[config.mk]
export PLATFORM = sky130hd
export DESIGN_NAME = chs_power_scheduler
export DESIGN_NICKNAME = d
export VERILOG_FILES = /design/src/rtl/chs_pkg.sv /design/src/rtl/chs_power_scheduler_rr_ptr.sv /design/src/rtl/chs_power_scheduler.sv
export SDC_FILE = /design/constraint.sdc
export NUM_CORES = 1
export LEC_CHECK = 0
export ABC_AREA = 1
export BUFFER_PORTS_ARGS = -buffer_cell sky130_fd_sc_hd__buf_2
export CAP_MARGIN = 15
export CORE_MARGIN = 4
export CORE_UTILIZATION = 45
export CTS_CLUSTER_DIAMETER = 200
export CTS_CLUSTER_SIZE = 8
export DETAILED_ROUTE_END_ITERATION = 10
export PLACE_DENSITY = 0.66
export SLEW_MARGIN = 20
export SYNTH_ARGS = -nofsm -noshare
export SYNTH_HDL_FRONTEND = slang
export SYNTH_SLANG_ARGS = --single-unit
[constraint.sdc]
create_clock -name clk -period 13.4 [get_ports clk]
set_input_delay 1.34 -clock clk [delete_from_list [all_inputs] [get_ports clk]]
set_output_delay 1.34 -clock clk [all_outputs]
set_load 0.1 [all_outputs]
[src/rtl/chs_pkg.sv]
// chs_pkg: shared definitions for the channel power scheduler.
//   state_t    scheduler FSM encoding (S_IDLE, S_EVAL, S_COMMIT)
//   CHS_PWR_W  default width of one channel power level
//   CHS_IDX_W  width of a channel index (grant_id, preempt_id, pointer)
package chs_pkg;

    typedef enum logic [1:0] {
        S_IDLE   = 2'd0,
        S_EVAL   = 2'd1,
        S_COMMIT = 2'd2
    } state_t;

    localparam int CHS_PWR_W = 4;
    localparam int CHS_IDX_W = 3;

endpackage : chs_pkg

[src/rtl/chs_power_scheduler_rr_ptr.sv]
// rr_ptr: round-robin channel pointer.
//   clk      rising-edge clock
//   rst_n    asynchronous active-low reset (pointer returns to 0)
//   advance  step the pointer by one, wrapping from NUM_CH-1 to 0
//   ptr      current channel index
module rr_ptr
    import chs_pkg::*;
#(
    parameter int NUM_CH = 4
) (
    input  logic                 clk,
    input  logic                 rst_n,
    input  logic                 advance,
    output logic [CHS_IDX_W-1:0] ptr
);

    localparam logic [CHS_IDX_W-1:0] LAST = CHS_IDX_W'(NUM_CH - 1);

    always_ff @(posedge clk or negedge rst_n) begin
        if (!rst_n) begin
            ptr <= '0;
        end else if (advance) begin
            ptr <= (ptr == LAST) ? '0 : ptr + 1'b1;
        end
    end

endmodule : rr_ptr

[src/rtl/chs_power_scheduler.sv]
// chs_power_scheduler: admits per-channel power requests round-robin against a
// shared power budget and tracks the power held by granted channels.
//   clk, rst_n      clock, asynchronous active-low reset
//   budget          total power allowed (sampled every cycle)
//   req             level request per channel
//   req_power       packed power levels, channel i at [i*PWR_W +: PWR_W]
//   req_mode        per-channel mode (only meaningful with PWR_PREEMPT_EN)
//   release_pulse   one-cycle pulse per channel: channel turns off
//   active          channel holds a grant
//   grant_vld/id    one-cycle pulse and channel index of a committed grant
//   used_power      sum of latched power of active channels
//   preempt_vld/id  (PWR_PREEMPT_EN only) revocation pulse and channel index
// Optional feature macro: PWR_PREEMPT_EN (mode-1 requests may revoke the
// highest-index active mode-0 channel until they fit).
module chs_power_scheduler
    import chs_pkg::*;
#(
    parameter int NUM_CH   = 4,
    parameter int PWR_W    = CHS_PWR_W,
    parameter int BUDGET_W = 6
) (
    input  logic                    clk,
    input  logic                    rst_n,
    input  logic [BUDGET_W-1:0]     budget,
    input  logic [NUM_CH-1:0]       req,
    input  logic [NUM_CH*PWR_W-1:0] req_power,
    input  logic [NUM_CH-1:0]       req_mode,
    input  logic [NUM_CH-1:0]       release_pulse,
    output logic [NUM_CH-1:0]       active,
    output logic                    grant_vld,
    output logic [CHS_IDX_W-1:0]    grant_id,
`ifdef PWR_PREEMPT_EN
    output logic                    preempt_vld,
    output logic [CHS_IDX_W-1:0]    preempt_id,
`endif
    output logic [BUDGET_W-1:0]     used_power
);

    state_t               state, state_nxt;
    logic [CHS_IDX_W-1:0] ptr;
    logic                 ptr_adv;
    logic [PWR_W-1:0]     pwr_lat [NUM_CH];
    logic [PWR_W-1:0]     cap_pwr;
    logic [PWR_W-1:0]     ptr_pwr;
    logic [BUDGET_W:0]    fit_sum;
    logic                 fits;
    logic [NUM_CH-1:0]    pending, pending_nxt, rel_mask, commit_mask, revoke_mask, active_nxt;
    logic                 capture, commit, revoke;
    logic [BUDGET_W-1:0]  rel_sum, revoke_pwr, used_nxt;

    rr_ptr #(.NUM_CH(NUM_CH)) u_rr_ptr (
        .clk     (clk),
        .rst_n   (rst_n),
        .advance (ptr_adv),
        .ptr     (ptr)
    );

    // One extra bit on the fit sum so used_power + request never wraps.
    assign ptr_pwr = req_power[int'(ptr)*PWR_W +: PWR_W];
    assign fit_sum = {1'b0, used_power} + (BUDGET_W+1)'(ptr_pwr);
    assign fits    = (fit_sum <= {1'b0, budget});

    assign pending  = req & ~active;
    assign rel_mask = release_pulse & active;

    // The channel under the pointer is still in COMMIT; ptr has not moved since EVAL.
    assign capture     = (state == S_EVAL) && pending[ptr] && fits;
    assign commit      = (state == S_COMMIT) && req[ptr];
    assign commit_mask = commit ? (NUM_CH'(1) << ptr) : '0;

`ifdef PWR_PREEMPT_EN
    logic [NUM_CH-1:0]    mode_lat;
    logic [CHS_IDX_W-1:0] victim;
    logic                 victim_found;

    // Highest-index active mode-0 channel wins; channels releasing this cycle are excluded
    // so their power is not subtracted twice.
    always_comb begin
        victim       = '0;
        victim_found = 1'b0;
        for (int i = 0; i < NUM_CH; i++) begin
            if (active[i] && !mode_lat[i] && !rel_mask[i]) begin
                victim       = CHS_IDX_W'(i);
                victim_found = 1'b1;
            end
        end
    end

    assign revoke      = (state == S_EVAL) && pending[ptr] && !fits && req_mode[ptr] && victim_found;
    assign revoke_mask = revoke ? (NUM_CH'(1) << victim) : '0;
    assign revoke_pwr  = revoke ? BUDGET_W'(pwr_lat[victim]) : '0;
`else
    logic mode_unused;
    assign mode_unused = ^req_mode;
    assign revoke      = 1'b0;
    assign revoke_mask = '0;
    assign revoke_pwr  = '0;
`endif

    assign active_nxt  = (active & ~rel_mask & ~revoke_mask) | commit_mask;
    assign pending_nxt = req & ~active_nxt;

    always_comb begin
        rel_sum = '0;
        for (int i = 0; i < NUM_CH; i++) begin
            if (rel_mask[i]) rel_sum = rel_sum + BUDGET_W'(pwr_lat[i]);
        end
    end

    assign used_nxt = used_power + (commit ? BUDGET_W'(cap_pwr) : '0) - rel_sum - revoke_pwr;

    always_comb begin
        state_nxt = state;
        ptr_adv   = 1'b0;
        case (state)
            S_IDLE: begin
                if (|pending) state_nxt = S_EVAL;
            end
            S_EVAL: begin
                if (capture) begin
                    state_nxt = S_COMMIT;
                end else if (!revoke) begin
                    // A revocation holds the pointer so the same request is re-checked next cycle.
                    ptr_adv   = 1'b1;
                    state_nxt = (|pending_nxt) ? S_EVAL : S_IDLE;
                end
            end
            S_COMMIT: begin
                ptr_adv   = 1'b1;
                state_nxt = (|pending_nxt) ? S_EVAL : S_IDLE;
            end
            default: state_nxt = S_IDLE;
        endcase
    end

    always_ff @(posedge clk or negedge rst_n) begin
        if (!rst_n) begin
            state      <= S_IDLE;
            active     <= '0;
            used_power <= '0;
            grant_vld  <= 1'b0;
            grant_id   <= '0;
            cap_pwr    <= '0;
            for (int i = 0; i < NUM_CH; i++) pwr_lat[i] <= '0;
        end else begin
            state      <= state_nxt;
            active     <= active_nxt;
            used_power <= used_nxt;
            grant_vld  <= commit;
            if (commit) grant_id <= ptr;
            if (capture) cap_pwr <= ptr_pwr;
            for (int i = 0; i < NUM_CH; i++) begin
                if (commit_mask[i]) pwr_lat[i] <= cap_pwr;
            end
        end
    end

`ifdef PWR_PREEMPT_EN
    always_ff @(posedge clk or negedge rst_n) begin
        if (!rst_n) begin
            mode_lat    <= '0;
            preempt_vld <= 1'b0;
            preempt_id  <= '0;
        end else begin
            preempt_vld <= revoke;
            if (revoke) preempt_id <= victim;
            for (int i = 0; i < NUM_CH; i++) begin
                if (commit_mask[i]) mode_lat[i] <= req_mode[i];
            end
        end
    end
`endif

endmodule : chs_power_scheduler

==> metrics.cfg <==
[logic_synthesis]
yosysUniqueCellTypes=33
avgSynthCellArea_um2=7.72
synth.top_cell.area_share_pct=30.2
synth_compound_area_share_pct=10.6
netlist.top_cell.by_area=dfrtp_1
synthTopCellsByArea=dfrtp_1, ha_1, nand2_1, inv_1, o21ai_0
synth-xor-area-share_pct=3.79
muxShareOfSynthArea_pct=0
ys_warn_count=0
synth_edf_count=0
synth_seq_area_share_pct=30.2
synth_fa_ha_area_share_pct=20.4
synth-seq-cells=39
synth.net_count=503
synth_simple_gate_area_share_pct=26.2
ys_async_sr_fraction_pct=100
syn_area_um2=3230
synth-main-ff-cell=dfrtp_1
syn_inst=419
synth_top_family_by_area=simple AND/OR/NAND/NOR gates

[power_and_ir_drop]
vdd_drop_max_v=0.000159
power_density_nw_per_um2=238
leakage_nw=1.99

[placement]
place.gp.congestion=0.812
post-place-ws_ns=7.28
portBuffers=45
hpwl_um=5530

[critical_path]
r2r_slack_ns=8.35
worst_path_max_delay_cell=fa_1
start_kind=input pin
crit_path_end_kind=flip-flop
crit_path_frequent_cell=nand2_1
crit_buf_inv=3
ff2ff_path_depth=24
cp.required_ns=13.59
worst_path_largest_cell_delay_ns=0.49
crit_type=input pin to flip-flop
r2r_end=used_power[5]$_DFF_PN0_
crit_family=adder cells
crit_fanout=5
critPathArrivalTime_ns=5.96
r2r-start=active[0]$_DFF_PN0_

[grt]
grt_max_degree=40
antenna_found_initial=0
grt.total_usage_pct=17.6
grt_overflow=0
grt_pass1_wl_um=12300
grt_pass1_vias=2780

[clock_tree]
clock_latency_ns=0.29
cts_setup_buffers=0
cts.clk_slew.worst_paths_ns=0.07
cts_inserted_buffers=5
holdBufCountCts=0
tritoncts=built
cts_root_buf=clkbuf_8
clock_path_buffers=2
cts_max_level=2
cts_resized=0
cts.sinks=39

[timing]
worst_hold_slack_ns=0.482
setup_violations=0
clock_skew_ns=0.00600
worstMarginPinSlew_ns=0.868
hold_viol_final=0
rsz0062_at_grt=false
slew_violations=0
fmax_ghz=0.173
setup_ws_ns=7.63
period_needed_ns=5.77
fin_setup_tns_ns=0
slew_headroom_pct=42.2
timing.final.crit_share_pct=43.1

[run_status]
status=finished clean

[job]
maxCapViolations=0

[final_layout]
area_growth_pct=13.2
filler_cell_count=709
drive_gt1_share_pct=16.3
nNetsFinal=550
antenna-diode-count=0
utilization_pct=53.0

[detailed_routing]
ant_nets=0
met3RoutedLength_um=237
top_layer=met4
first_pass_iters=4
drc_errors=0
drt-met1-wl_um=3270
routed_via_density=4.76
wl_per_cell_um=12.1
vias=2679
wl_met2_um=3230
routed_wl_um=6810
first_iter_violations=128

[floorplan]
coreArea_um2=6910
floorplan.initialDensity_pct=46.8
dieArea_um2=8610
ioPinCount=50
die_width_um=92.8
die_y_um=92.8
placementRows=30

[min_path]
holdPathStages=2
min_to=grant_id[2]$_DFFE_PN0P_
worstHoldStart=grant_id[2]$_DFFE_PN0P_
hold_path.class=flip-flop to flip-flop

[cell type report]
class                      instances  area (µm²)  share of cell area (%)
tap                               96         120                    3.28
timing repair buffer              45         225                    6.15
multi-input combinational        309        1970                    53.9
sequential                        39         976                    26.6
inverter                          66         250                    6.83
clock buffer                       6        82.6                    2.25
clock inverter                     2        35.0                   0.957
[worst register-to-register path, delay by kind of cell, from the launching register on]
family	cells	cell delay [ns]
DFF	1	0.38
AOI/OAI and AO/OA	5	0.94
and+or+nand+nor	10	0.90
adders and majority gates	6	2.38
buffers and inverters	2	0.17
xor gates and xnor gates	1	0.17
[how the worst max path moves through the flow]
stage | from | endpoint | cells after the start
5_1_grt | release_pulse[0] | used_power[5]$_DFF_PN0_ | 25
3_3_place_gp | release_pulse[0] | used_power[5]$_DFF_PN0_ | 25
3_5_place_dp | release_pulse[0] | used_power[5]$_DFF_PN0_ | 25
2_1_floorplan | release_pulse[0] | used_power[5]$_DFF_PN0_ | 24
6_report | release_pulse[0] | used_power[5]$_DFF_PN0_ | 25
4_1_cts | release_pulse[0] | used_power[5]$_DFF_PN0_ | 25
[logic make-up after synthesis]
kind of cell	count (synthesis)
AND/OR/NAND/NOR	181
buffers and inverters	71
AO/OA/AOI/OAI	66
adder cells (fa/ha/maj)	48
flip-flops	39
XOR/XNOR	14
[placed cells by master, fill, tap and decap left out, types with 3 or more instances in the layout]
cell      netlist  routed
buf_2           1      45
xnor2_1         7       7
nand3_2         3       3
ha_1           40      40
nand2_4         4       4
clkbuf_8        0       6
o21ai_1         5       5
inv_1          62      62
o21ai_0        34      34
or2_2           5       5
nor2_1         36      36
nand3_1        19      19
dfrtp_1        39      39
nand2_1       102     102
fa_1            8       8
xor2_1          7       7
a21oi_1        22      22
nand3_4         4       4
[where the power goes]
group	total, mW	internal, mW	switching [mW]
sequential	0.213	0.164	0.0494
combinational	0.556	0.191	0.365
clock	0.102	0.0603	0.0417
total	0.871	0.415	0.456
[cells in the mapped netlist, types with 3 or more instances]
cell       n
or2_2      5
nand3_1   19
nand3_2    3
a21oi_1   22
nand2_1  102
dfrtp_1   39
ha_1      40
nand2_4    4
inv_1     62
nand3_4    4
xnor2_1    7
nor2_1    36
xor2_1     7
o21ai_0   34
o21ai_1    5
fa_1       8
[metrics by stage]
step / total power [mW] / instances / area (µm²)
2_1_floorplan: 0.669 / 419 / 3230
3_3_place_gp: 0.762 / 555 / 3540
3_5_place_dp: 0.776 / 555 / 3540
4_1_cts: 0.881 / 563 / 3660
5_1_grt: 0.966 / 563 / 3660
6_report: 0.871 / 563 / 3660
[state kept, by name, indices dropped and copies added, names as in the netlist]
signal	count
pwr_lat	16
used_power	6
active	4
cap_pwr	4
grant_id	3
u_rr_ptr.ptr	3
state	2
grant_vld	1
[routing by layer]
layer	up-vias	global-route usage [%]
met5	-	0
met4	0	4.64
met3	8	2.76
met2	42	30.2
met1	1205	22.9
li1	1424	-
No activity file was read; power rests on OpenSTA's default activity.
